===== src/rtl/decode_issue_stage_if.sv =====
// Bundle between fetch, writeback and execute for decode_issue_stage.
// The slave modport is the decode stage's view. The master modport is the view
// of whatever drives it: fetch, writeback and execute, or a testbench.
//   fetch     : in_valid/in_ready, instruction, pc_plus_four
//   writeback : wb_en/wb_id/wb_value, hilo_we/hi_w/lo_w
//   execute   : out_valid/out_ready, out_* operands and ids, flush
//   redirect  : redirect_valid/redirect_target back to fetch
interface decode_issue_stage_if #(
    parameter int XLEN  = 32,
    parameter int NREGS = 32
);
    localparam int RW = $clog2(NREGS);

    logic            in_valid;
    logic            in_ready;
    logic [31:0]     instruction;
    logic [XLEN-1:0] pc_plus_four;

    logic            wb_en;
    logic [RW-1:0]   wb_id;
    logic [XLEN-1:0] wb_value;
    logic            hilo_we;
    logic [XLEN-1:0] hi_w;
    logic [XLEN-1:0] lo_w;

    logic            flush;
    logic            out_valid;
    logic            out_ready;
    logic [XLEN-1:0] out_rs_value;
    logic [XLEN-1:0] out_rt_value;
    logic [XLEN-1:0] out_imm;
    logic [XLEN-1:0] out_pc_plus_four;
    logic [RW-1:0]   out_rs_id;
    logic [RW-1:0]   out_rt_id;
    logic [RW-1:0]   out_dst_id;
    logic            out_dst_we;

    logic            redirect_valid;
    logic [XLEN-1:0] redirect_target;

    modport slave (
        input  in_valid, instruction, pc_plus_four,
        input  wb_en, wb_id, wb_value, hilo_we, hi_w, lo_w,
        input  flush, out_ready,
        output in_ready, out_valid, out_rs_value, out_rt_value, out_imm,
        output out_pc_plus_four, out_rs_id, out_rt_id, out_dst_id, out_dst_we,
        output redirect_valid, redirect_target
    );

    modport master (
        output in_valid, instruction, pc_plus_four,
        output wb_en, wb_id, wb_value, hilo_we, hi_w, lo_w,
        output flush, out_ready,
        input  in_ready, out_valid, out_rs_value, out_rt_value, out_imm,
        input  out_pc_plus_four, out_rs_id, out_rt_id, out_dst_id, out_dst_we,
        input  redirect_valid, redirect_target
    );
endinterface


===== src/rtl/decode_issue_stage.sv =====
// MIPS decode/issue stage. It holds the register file, HI/LO and a
// pending-write scoreboard, and drives a registered ID/EX output with a
// valid/ready handshake. Branches and jumps resolve here and drive a
// combinational redirect in the acceptance cycle. There is no delay slot.
// Ports:
//   clock, reset_n : rising-edge clock, asynchronous active-low reset
//   bus            : decode_issue_stage_if.slave (fetch, writeback, execute, redirect)
module decode_issue_stage #(
    parameter int XLEN  = 32,
    parameter int NREGS = 32,
    parameter int CNT_W = 2
) (
    input  logic                clock,
    input  logic                reset_n,
    decode_issue_stage_if.slave bus
);
    localparam int              RW      = $clog2(NREGS);
    localparam logic [CNT_W-1:0] CNT_MAX = '1;

    logic [XLEN-1:0]  rf_q [NREGS];
    logic [XLEN-1:0]  rf_d [NREGS];
    logic [CNT_W-1:0] pending_q [NREGS];
    logic [CNT_W-1:0] pending_d [NREGS];
    logic [XLEN-1:0]  hi_q, hi_d, lo_q, lo_d;

    logic            out_valid_q, out_valid_d;
    logic [XLEN-1:0] out_rs_value_q, out_rs_value_d;
    logic [XLEN-1:0] out_rt_value_q, out_rt_value_d;
    logic [XLEN-1:0] out_imm_q, out_imm_d;
    logic [XLEN-1:0] out_ppf_q, out_ppf_d;
    logic [RW-1:0]   out_rs_id_q, out_rs_id_d;
    logic [RW-1:0]   out_rt_id_q, out_rt_id_d;
    logic [RW-1:0]   out_dst_id_q, out_dst_id_d;
    logic            out_dst_we_q, out_dst_we_d;

    // Instruction fields
    logic [5:0]    opcode, funct;
    logic [RW-1:0] rs_id, rt_id, rd_id;
    assign opcode = bus.instruction[31:26];
    assign funct  = bus.instruction[5:0];
    assign rs_id  = RW'(bus.instruction[25:21]);
    assign rt_id  = RW'(bus.instruction[20:16]);
    assign rd_id  = RW'(bus.instruction[15:11]);

    logic is_rtype, is_mfhi, is_mflo, is_muldiv, is_jr, is_j, is_jal;
    logic is_beq, is_bne, is_store, no_sb, use_rs, use_rt;
    assign is_rtype  = (opcode == 6'h00);
    assign is_mfhi   = is_rtype && (funct == 6'h10);
    assign is_mflo   = is_rtype && (funct == 6'h12);
    assign is_muldiv = is_rtype && (funct inside {[6'h18:6'h1B]});
    assign is_jr     = is_rtype && (funct == 6'h08);
    assign is_j      = (opcode == 6'h02);
    assign is_jal    = (opcode == 6'h03);
    assign is_beq    = (opcode == 6'h04);
    assign is_bne    = (opcode == 6'h05);
    assign is_store  = (opcode inside {[6'h28:6'h2B]});
    // HI/LO producers and consumers are ordered by the hazard unit, not by
    // this scoreboard. J/JAL carry jump-index bits in the rs field, so they
    // must not look it up.
    assign no_sb  = is_mfhi || is_mflo || is_muldiv;
    assign use_rs = !no_sb && !is_j && !is_jal;
    assign use_rt = (is_rtype && !no_sb) || is_beq || is_bne || is_store;

    // Destination decode
    logic [RW-1:0] dst_id;
    logic          dst_we;
    always_comb begin
        dst_id = '0;
        dst_we = 1'b0;
        if (is_rtype) begin
            if (!(is_jr || funct == 6'h0C || is_muldiv)) begin
                dst_id = rd_id;
                dst_we = 1'b1;
            end
        end else if (opcode inside {[6'h08:6'h0F], [6'h20:6'h25]}) begin
            dst_id = rt_id;
            dst_we = 1'b1;
        end else if (is_jal) begin
            dst_id = RW'(5'd31);
            dst_we = 1'b1;
        end
        if (dst_id == '0) begin
            dst_we = 1'b0;
        end
    end

    // Immediate
    logic [XLEN-1:0] imm_sext, imm_val;
    assign imm_sext = {{(XLEN-16){bus.instruction[15]}}, bus.instruction[15:0]};
    always_comb begin
        imm_val = imm_sext;
        if (opcode inside {[6'h0C:6'h0E]}) begin
            imm_val = {{(XLEN-16){1'b0}}, bus.instruction[15:0]};
        end else if (opcode == 6'h0F) begin
            imm_val = XLEN'({bus.instruction[15:0], 16'h0000});
        end
    end

    // Operand read. Writeback in the same cycle bypasses the array.
    logic [XLEN-1:0] rs_rf, rt_rf, hi_rd, lo_rd, rs_val, rt_val;
    assign rs_rf = (rs_id == '0) ? '0 :
                   (bus.wb_en && bus.wb_id == rs_id) ? bus.wb_value : rf_q[rs_id];
    assign rt_rf = (rt_id == '0) ? '0 :
                   (bus.wb_en && bus.wb_id == rt_id) ? bus.wb_value : rf_q[rt_id];
    assign hi_rd = bus.hilo_we ? bus.hi_w : hi_q;
    assign lo_rd = bus.hilo_we ? bus.lo_w : lo_q;

    always_comb begin
        rs_val = rs_rf;
        rt_val = rt_rf;
        if (is_mfhi) begin
            rs_val = hi_rd;
        end else if (is_mflo) begin
            rs_val = lo_rd;
        end else if (is_jal) begin
            rs_val = bus.pc_plus_four;
            rt_val = '0;
        end
    end

    // A source is free when nothing is pending, or when its single
    // outstanding write lands this very cycle (picked up by the bypass).
    logic rs_busy, rt_busy, dst_full, hazard, accept, taken;
    assign rs_busy = (pending_q[rs_id] != '0) &&
                     !((pending_q[rs_id] == CNT_W'(1)) && bus.wb_en && bus.wb_id == rs_id);
    assign rt_busy = (pending_q[rt_id] != '0) &&
                     !((pending_q[rt_id] == CNT_W'(1)) && bus.wb_en && bus.wb_id == rt_id);
    assign dst_full = dst_we && (pending_q[dst_id] == CNT_MAX);
    assign hazard   = (use_rs && rs_busy) || (use_rt && rt_busy) || dst_full;

    assign bus.in_ready = !hazard && !bus.flush && (!out_valid_q || bus.out_ready);
    assign accept       = bus.in_valid && bus.in_ready;

    // Branch and jump resolution
    always_comb begin
        taken               = 1'b0;
        bus.redirect_target = '0;
        if (is_beq || is_bne) begin
            taken = is_beq ? (rs_val == rt_val) : (rs_val != rt_val);
            bus.redirect_target = bus.pc_plus_four + {imm_sext[XLEN-3:0], 2'b00};
        end else if (is_j || is_jal) begin
            taken = 1'b1;
            bus.redirect_target = {bus.pc_plus_four[XLEN-1:28], bus.instruction[25:0], 2'b00};
        end else if (is_jr) begin
            taken = 1'b1;
            bus.redirect_target = rs_val;
        end
    end
    assign bus.redirect_valid = accept && taken && reset_n;

    // State next-values: register file, HI/LO, scoreboard
    int nxt_cnt;
    always_comb begin
        hi_d    = hi_q;
        lo_d    = lo_q;
        nxt_cnt = 0;
        if (bus.hilo_we) begin
            hi_d = bus.hi_w;
            lo_d = bus.lo_w;
        end
        for (int i = 0; i < NREGS; i++) begin
            rf_d[i] = rf_q[i];
            if (bus.wb_en && bus.wb_id == RW'(i) && i != 0) begin
                rf_d[i] = bus.wb_value;
            end
            // Increment on issue, decrement on writeback and on a flushed
            // in-flight write. The sum is clamped so that a decrement at
            // zero is dropped.
            nxt_cnt = int'(pending_q[i])
                    + ((accept && dst_we && dst_id == RW'(i)) ? 1 : 0)
                    - ((bus.wb_en && bus.wb_id == RW'(i) && i != 0) ? 1 : 0)
                    - ((bus.flush && out_valid_q && out_dst_we_q &&
                        out_dst_id_q == RW'(i)) ? 1 : 0);
            if (nxt_cnt < 0) begin
                nxt_cnt = 0;
            end else if (nxt_cnt > int'(CNT_MAX)) begin
                nxt_cnt = int'(CNT_MAX);
            end
            pending_d[i] = CNT_W'(nxt_cnt);
        end
    end

    // ID/EX register
    always_comb begin
        out_valid_d    = out_valid_q;
        out_rs_value_d = out_rs_value_q;
        out_rt_value_d = out_rt_value_q;
        out_imm_d      = out_imm_q;
        out_ppf_d      = out_ppf_q;
        out_rs_id_d    = out_rs_id_q;
        out_rt_id_d    = out_rt_id_q;
        out_dst_id_d   = out_dst_id_q;
        out_dst_we_d   = out_dst_we_q;
        if (bus.flush) begin
            out_valid_d = 1'b0;
        end else if (accept) begin
            out_valid_d    = 1'b1;
            out_rs_value_d = rs_val;
            out_rt_value_d = rt_val;
            out_imm_d      = imm_val;
            out_ppf_d      = bus.pc_plus_four;
            out_rs_id_d    = rs_id;
            out_rt_id_d    = rt_id;
            out_dst_id_d   = dst_id;
            out_dst_we_d   = dst_we;
        end else if (bus.out_ready) begin
            out_valid_d = 1'b0;
        end
    end

    always_ff @(posedge clock or negedge reset_n) begin
        if (!reset_n) begin
            for (int i = 0; i < NREGS; i++) begin
                rf_q[i]      <= '0;
                pending_q[i] <= '0;
            end
            hi_q           <= '0;
            lo_q           <= '0;
            out_valid_q    <= 1'b0;
            out_rs_value_q <= '0;
            out_rt_value_q <= '0;
            out_imm_q      <= '0;
            out_ppf_q      <= '0;
            out_rs_id_q    <= '0;
            out_rt_id_q    <= '0;
            out_dst_id_q   <= '0;
            out_dst_we_q   <= 1'b0;
        end else begin
            for (int i = 0; i < NREGS; i++) begin
                rf_q[i]      <= rf_d[i];
                pending_q[i] <= pending_d[i];
            end
            hi_q           <= hi_d;
            lo_q           <= lo_d;
            out_valid_q    <= out_valid_d;
            out_rs_value_q <= out_rs_value_d;
            out_rt_value_q <= out_rt_value_d;
            out_imm_q      <= out_imm_d;
            out_ppf_q      <= out_ppf_d;
            out_rs_id_q    <= out_rs_id_d;
            out_rt_id_q    <= out_rt_id_d;
            out_dst_id_q   <= out_dst_id_d;
            out_dst_we_q   <= out_dst_we_d;
        end
    end

    assign bus.out_valid        = out_valid_q;
    assign bus.out_rs_value     = out_rs_value_q;
    assign bus.out_rt_value     = out_rt_value_q;
    assign bus.out_imm          = out_imm_q;
    assign bus.out_pc_plus_four = out_ppf_q;
    assign bus.out_rs_id        = out_rs_id_q;
    assign bus.out_rt_id        = out_rt_id_q;
    assign bus.out_dst_id       = out_dst_id_q;
    assign bus.out_dst_we       = out_dst_we_q;
endmodule


===== src/flat_wrapper.sv =====
// flat-port wrapper written by rule: the top's interface ports become plain ports
module decode_issue_stage_flat 
#(
    parameter int XLEN  = 32,
    parameter int NREGS = 32,
    parameter int CNT_W = 2
)
  (clock, reset_n, bus_in_valid, bus_instruction, bus_pc_plus_four, bus_wb_en, bus_wb_id, bus_wb_value, bus_hilo_we, bus_hi_w, bus_lo_w, bus_flush, bus_out_ready, bus_in_ready, bus_out_valid, bus_out_rs_value, bus_out_rt_value, bus_out_imm, bus_out_pc_plus_four, bus_out_rs_id, bus_out_rt_id, bus_out_dst_id, bus_out_dst_we, bus_redirect_valid, bus_redirect_target);
  decode_issue_stage_if #(.XLEN(XLEN), .NREGS(NREGS)) bus_i ();
  input  logic clock;
  input  logic reset_n;
  input wire logic [$bits(bus_i.in_valid)-1:0] bus_in_valid;
  input wire logic [$bits(bus_i.instruction)-1:0] bus_instruction;
  input wire logic [$bits(bus_i.pc_plus_four)-1:0] bus_pc_plus_four;
  input wire logic [$bits(bus_i.wb_en)-1:0] bus_wb_en;
  input wire logic [$bits(bus_i.wb_id)-1:0] bus_wb_id;
  input wire logic [$bits(bus_i.wb_value)-1:0] bus_wb_value;
  input wire logic [$bits(bus_i.hilo_we)-1:0] bus_hilo_we;
  input wire logic [$bits(bus_i.hi_w)-1:0] bus_hi_w;
  input wire logic [$bits(bus_i.lo_w)-1:0] bus_lo_w;
  input wire logic [$bits(bus_i.flush)-1:0] bus_flush;
  input wire logic [$bits(bus_i.out_ready)-1:0] bus_out_ready;
  output wire logic [$bits(bus_i.in_ready)-1:0] bus_in_ready;
  output wire logic [$bits(bus_i.out_valid)-1:0] bus_out_valid;
  output wire logic [$bits(bus_i.out_rs_value)-1:0] bus_out_rs_value;
  output wire logic [$bits(bus_i.out_rt_value)-1:0] bus_out_rt_value;
  output wire logic [$bits(bus_i.out_imm)-1:0] bus_out_imm;
  output wire logic [$bits(bus_i.out_pc_plus_four)-1:0] bus_out_pc_plus_four;
  output wire logic [$bits(bus_i.out_rs_id)-1:0] bus_out_rs_id;
  output wire logic [$bits(bus_i.out_rt_id)-1:0] bus_out_rt_id;
  output wire logic [$bits(bus_i.out_dst_id)-1:0] bus_out_dst_id;
  output wire logic [$bits(bus_i.out_dst_we)-1:0] bus_out_dst_we;
  output wire logic [$bits(bus_i.redirect_valid)-1:0] bus_redirect_valid;
  output wire logic [$bits(bus_i.redirect_target)-1:0] bus_redirect_target;
  assign bus_i.in_valid = bus_in_valid;
  assign bus_i.instruction = bus_instruction;
  assign bus_i.pc_plus_four = bus_pc_plus_four;
  assign bus_i.wb_en = bus_wb_en;
  assign bus_i.wb_id = bus_wb_id;
  assign bus_i.wb_value = bus_wb_value;
  assign bus_i.hilo_we = bus_hilo_we;
  assign bus_i.hi_w = bus_hi_w;
  assign bus_i.lo_w = bus_lo_w;
  assign bus_i.flush = bus_flush;
  assign bus_i.out_ready = bus_out_ready;
  assign bus_in_ready = bus_i.in_ready;
  assign bus_out_valid = bus_i.out_valid;
  assign bus_out_rs_value = bus_i.out_rs_value;
  assign bus_out_rt_value = bus_i.out_rt_value;
  assign bus_out_imm = bus_i.out_imm;
  assign bus_out_pc_plus_four = bus_i.out_pc_plus_four;
  assign bus_out_rs_id = bus_i.out_rs_id;
  assign bus_out_rt_id = bus_i.out_rt_id;
  assign bus_out_dst_id = bus_i.out_dst_id;
  assign bus_out_dst_we = bus_i.out_dst_we;
  assign bus_redirect_valid = bus_i.redirect_valid;
  assign bus_redirect_target = bus_i.redirect_target;
  decode_issue_stage #(.XLEN(XLEN), .NREGS(NREGS), .CNT_W(CNT_W)) u_core (.clock(clock), .reset_n(reset_n), .bus(bus_i));
endmodule

===== config.mk =====
export PLATFORM = sky130hd
export DESIGN_NAME = decode_issue_stage_flat
export DESIGN_NICKNAME = d
export VERILOG_FILES = /design/src/rtl/decode_issue_stage_if.sv /design/src/rtl/decode_issue_stage.sv /design/src/flat_wrapper.sv
export SDC_FILE = /design/constraint.sdc
export NUM_CORES = 2
export LEC_CHECK = 0
export ABC_AREA = 1
export CORE_UTILIZATION = 47
export DETAILED_ROUTE_END_ITERATION = 8
export MAX_ROUTING_LAYER = met4
export PLACE_DENSITY_LB_ADDON = 0.08
export REMOVE_ABC_BUFFERS = 1
export SETUP_SLACK_MARGIN = 0.15
export SYNTH_ARGS = -nofsm -noshare
export SYNTH_HDL_FRONTEND = slang
export SYNTH_SLANG_ARGS = --single-unit
export TNS_END_PERCENT = 30

===== constraint.sdc =====
create_clock -name clock -period 8 [get_ports clock]
set_clock_uncertainty 0.2 [all_clocks]
set_input_delay 2.4 -clock clock [delete_from_list [all_inputs] [get_ports clock]]
set_output_delay 2.4 -clock clock [all_outputs]
set_load 0.01 [all_outputs]

Word level (Yosys, flattened, before mapping). Cells that the tools add are included.

Register bits after elaboration: 1265. Input port bits: 172. Output and inout bits: 179. Logic and storage cells: 723.

Add/subtract/negate cells: 96. Magnitude comparators: 77. Eq/ne operators: 109. Multiplexer cells: 207. Bitwise gates (word level): 4. Reduce and logical (&&, ||, !) cells: 156.

Operators with widths (count): $add A3 B32 Y32 (32); $gt A32 B3 Y1 const B (32); $lt A32 B1 Y1 const B (32); $sub A32 B2 Y32 (32); $sub A32 B32 Y32 (31); $mux W32 (20); $bmux W32 S5 (2); $eq A5 B5 Y1 const B (48); $mux W2 (70); $logic_and A1 B1 Y1 (126); $eq A5 B4 Y1 const B (24); $mux W1 (107); $eq A5 B3 Y1 const B (12); $add A32 B32 Y32 (1); $eq A32 B32 Y1 (1); $ne A32 B32 Y1 (1); $mux W31 (1); $bmux W2 S5 (3); $eq A5 B2 Y1 const B (6); $ge A6 B6 Y1 const B (5); $logic_not A5 Y1 (4); $mux W5 (4); $eq A6 B4 Y1 const B (3); $not A5 Y6 (3); other kinds (19) (49).

Longest topological paths before layout.
Word-level depth: 26. Mapped depth: 29.

Worst setup path after synthesis. Ideal clock, no wire load.

Path kind: input to output. Start point: input port bus_instruction[16]. End point: output port bus_redirect_valid. Data arrival time: 4.680 ns. Required time: 5.400 ns. Path slack: 0.720 ns. Cell stages on the path: 23. Buffers on the path: 5. Path through: buf_2 > buf_2 > buf_2 > buf_2 > clkbuf_1 > o21ai_0 > o211ai_1 > nand3_1 > nand3_1 > nand2_1 > a21oi_1 > inv_1 > nand2_1 > nand2_1 > inv_1 > nand2_1 > nor2_1 > nand2_1 > nor2_1 > nand3_1 > nand3_1 > nand2_1 > inv_1.

Longest elaborated chain between the ends: 18. Elaborated cells on any way between the ends: 44. Classes of those cells: eq/ne (5); mux (19); bitwise (2); reduce/logical (18).

RTL lines: start: declaration (line flat_wrapper.sv:13) `input wire logic [$bits(bus_i.instruction)-1:0] bus_instruction;`; parallel branches: the longest is 16 deep, another holds $bmux W32 S5; $logic_and A1 B1 Y1 (*) (2 in a row) (line decode_issue_stage.sv:149) `assign bus.redirect_valid = accept && taken && reset_n;`; end: declaration (line flat_wrapper.sv:33) `output wire logic [$bits(bus_i.redirect_valid)-1:0] bus_redirect_valid;`.

Mark *: on every way between the ends. The select of a mux whose other input is x is not followed.

Worst setup path after layout.
Start point: input port bus_instruction[20]. End point: output port bus_redirect_valid.

The elaborated chain is that of the path after synthesis.

==> results.cfg <==
[sta]
max-slew-margin-rel = 0.234
hold_viol_final = 0
fmax_ghz = 0.125
setup_tns_ns = -0.0295
min_period_ns = 8.03
timing.hold.ws_ns = 0.284
grt_setup_unrepaired = true
tightest_slew_ns = 1.15
slew_violations = 0
setup_viol = 1
finalCritPeriodShare = 1.00
setup_ws_ns = -0.0295

[place]
gp_congestion = 1.05
postPlaceCellArea_um2 = 85500
place_hpwl_um = 240000
pre_cts_ws_ns = -0.919
dp.cells = 12589
io_buffers = 350

[floorplanning]
io_pins = 351
rows = 144
die_x_um = 397
die_area_um2 = 158000
coreArea_um2 = 155000
start_util = 0.475
die_h_um = 397

[routing]
post_drt_wl_per_cell_um = 27.9
avgViaCountPerCell = 6.15
vias = 79952
drcViolationCount = 0
drtAntennaViolNets = 0
first_pass_iters = 8
initialDrtViolationCount = 12522
routed_wl_um = 363000

[setup_path]
path_class = in -> out
critPathLaunch = bus_instruction[20]
rrSetupSlack_ns = 3.49
cp-end-kind = output port
required_ns = 5.40
critPathArrivalTime_ns = 5.43
r2r_end = u_core.bus.out_rt_value[9]$_DFFE_PN0P_
r2r-start = u_core.pending_q[58]$_DFF_PN0_
reg2reg_depth = 17
startpoint_type = primary input
critPathMaxFanout = 8

[global_route]
grt_pass1_vias = 73911
gr-usage-met1 = 0.604
antenna_found_initial = 11
grt-busiest-layer = met2
met2_usage = 0.635
grt_pass1_wl_um = 517000
grt_overflow = 0
grt_max_degree = 166
use_met3 = 0.132
grt_use_total = 0.462

[layout]
nFillCells = 14060
post-route-util = 0.605
drive_gt1_frac = 0.153
finalNetCount = 11181
area_growth_pct = 27.5
ff_latch_area_um2 = 31700
fin_area_um2 = 93600
multi_input_area_um2 = 35800
stdcell_count = 13002

[logic_synthesis]
ys_ff_latch = 1265
yosysWarningCount = 0
synth_edf_count = 0
synth.top_cells.by_area = dfrtp_1 43%, nand2_1 14%, o21ai_0 11%, nand3_1 5.6%, inv_1 5.1%
synth_area_per_cell_um2 = 7.28
synth.most_common_cell = nand2_1
synth_top_area_frac = 0.431
synthesis.area_um2 = 73400
yosys.area.top_type = dfrtp_1
synth_common_cells = 2683 x nand2_1, 1594 x o21ai_0, 1265 x dfrtp_1
synth_cell_types = 58
synthCells = 10082
synthFlopType = dfrtp_1
synth_seq_area_share = 0.431
synthArstFlopShare = 1.00

[cts]
root_buffer = clkbuf_16
cts_max_path_buffers = 3
clkTransAtPathRegs_ns = 0.06
cts_made_buffers = 149
clk_latency_ns = 0.81
clock-sinks = 1265
cts_hold_buf = 0
htreeDepth = 4
cts_tree = built

[power]
p_total_mw = 22.5
powerDensity_nw_per_um2 = 240
cellLeakagePower_nw = 44.9
peakVddDrop_mv = 0.236

[hold_path]
min-delay-start = u_core.rf_q[573]$_DFFE_PN0P_
worstHoldEndpoint = u_core.rf_q[573]$_DFFE_PN0P_
holdPathStages = 2
hp-class = reg -> reg

[flow_run]
drv_cap = 0

[run_status]
status = finished, violations left
violations = negative setup slack
-- logic make-up (layout without fill, tap and decap cells) --
group,after synthesis,count (layout),share of synthesized area
simple gates,4055,4055,0.226
flops,1265,1265,0.431
fa+ha+maj,190,190,0.0358
mux,32,32,0.00491
buf+inv,1826,2689,0.0973
xor+xnor,6,6,0.000716
compound gates,2707,2707,0.204
other cells,1,14,0.0000511
-- worst max path at each step --
stage / to / slack (ns) / cells past startpoint
after detailed placement: bus_redirect_valid / -0.92 / 27
final: bus_redirect_valid / -0.03 / 25
after global routing: bus_redirect_valid / -0.08 / 31
after global placement: bus_redirect_valid / -0.94 / 27
after floorplan: bus_redirect_valid / -9.19 / 15
after CTS: bus_redirect_valid / 0.07 / 28
-- cell usage in the layout, fill, tap and decap left out, types with 18 or more instances in the layout --
cell | Yosys | routed
inv_1 | 1006 | 985
o21ai_1 | 115 | 143
clkbuf_8 | 0 | 27
clkinv_2 | 0 | 31
dfrtp_1 | 1265 | 1265
clkbuf_16 | 0 | 165
o211ai_1 | 217 | 217
dlygate4sd2_1 | 0 | 18
buf_16 | 0 | 21
nand2_1 | 2683 | 2588
a22oi_1 | 63 | 62
nand4_1 | 25 | 25
o221ai_1 | 88 | 83
a21oi_1 | 526 | 504
nand2_2 | 1 | 68
ha_1 | 157 | 153
buf_4 | 3 | 796
buf_6 | 23 | 30
fa_1 | 33 | 33
buf_12 | 0 | 176
clkdlybuf4s50_1 | 0 | 285
mux2_2 | 32 | 32
nand3_2 | 0 | 34
clkbuf_1 | 627 | 33
nor2_4 | 3 | 18
nand3_1 | 823 | 777
o2111ai_1 | 52 | 51
o21ai_0 | 1594 | 1556
nand2_4 | 0 | 26
nor2_1 | 440 | 414
or2_2 | 57 | 57
-- critical path, stage by stage --
cell and delay, ns:
buf_2 0.19, buf_12 0.17, inv_2 0.14, buf_4 0.29
buf_4 0.34, buf_4 0.20, a21oi_1 0.04, nand3_1 0.13
nand2_1 0.09, a21oi_2 0.25, inv_1 0.09, nand2_1 0.07
nand2_1 0.05, inv_1 0.04, nand2_1 0.04, nor2_1 0.08
nand2_1 0.09, nor2_4 0.13, buf_4 0.13, nand2_1 0.04
nand2_1 0.07, nand3_2 0.06, nand2_2 0.09, inv_1 0.05
buf_2 0.13
-- final cells by class --
type | count | share of cell area
multi-input combinational | 6991 | 0.382
sequential | 1265 | 0.338
timing repair buffer | 1394 | 0.155
clock buffer | 213 | 0.0462
inverter | 1018 | 0.0418
tap | 2044 | 0.0273
clock inverter | 64 | 0.00887
antenna | 13 | 0.000348
-- state kept, by name (all words and copies together), names as in the netlist, 32 cells and up --
name / count
u_core.rf_q: 992
u_core.bus.out_rs_value: 32
u_core.hi_q: 32
u_core.bus.out_imm: 32
u_core.bus.out_rt_value: 32
u_core.lo_q: 32
u_core.bus.out_pc_plus_four: 32
u_core.pending_q: 64
-- per-layer routing --
layer / routed length (um) / share of wire
met1: 140000 / 0.38
met2: 149000 / 0.41
met3: 49000 / 0.13
met4: 25500 / 0.070
met5: 0 / 0
-- power breakdown --
group          switching [mW]  total (mW)  internal [mW]  leakage (nW)
combinational            3.57        6.14           2.57          26.2
sequential               1.18        9.05           7.86          16.2
clock                    3.05        7.27           4.22          2.52
-- timing repair --
action                                  4_1_cts  5_1_grt
endpoints found under the setup margin       34       31
setup buffers                                65       32
resized for setup                           271      205
gates cloned                                 14       12
pin swaps                                    48       88
Power figures use the tool's default switching activity.
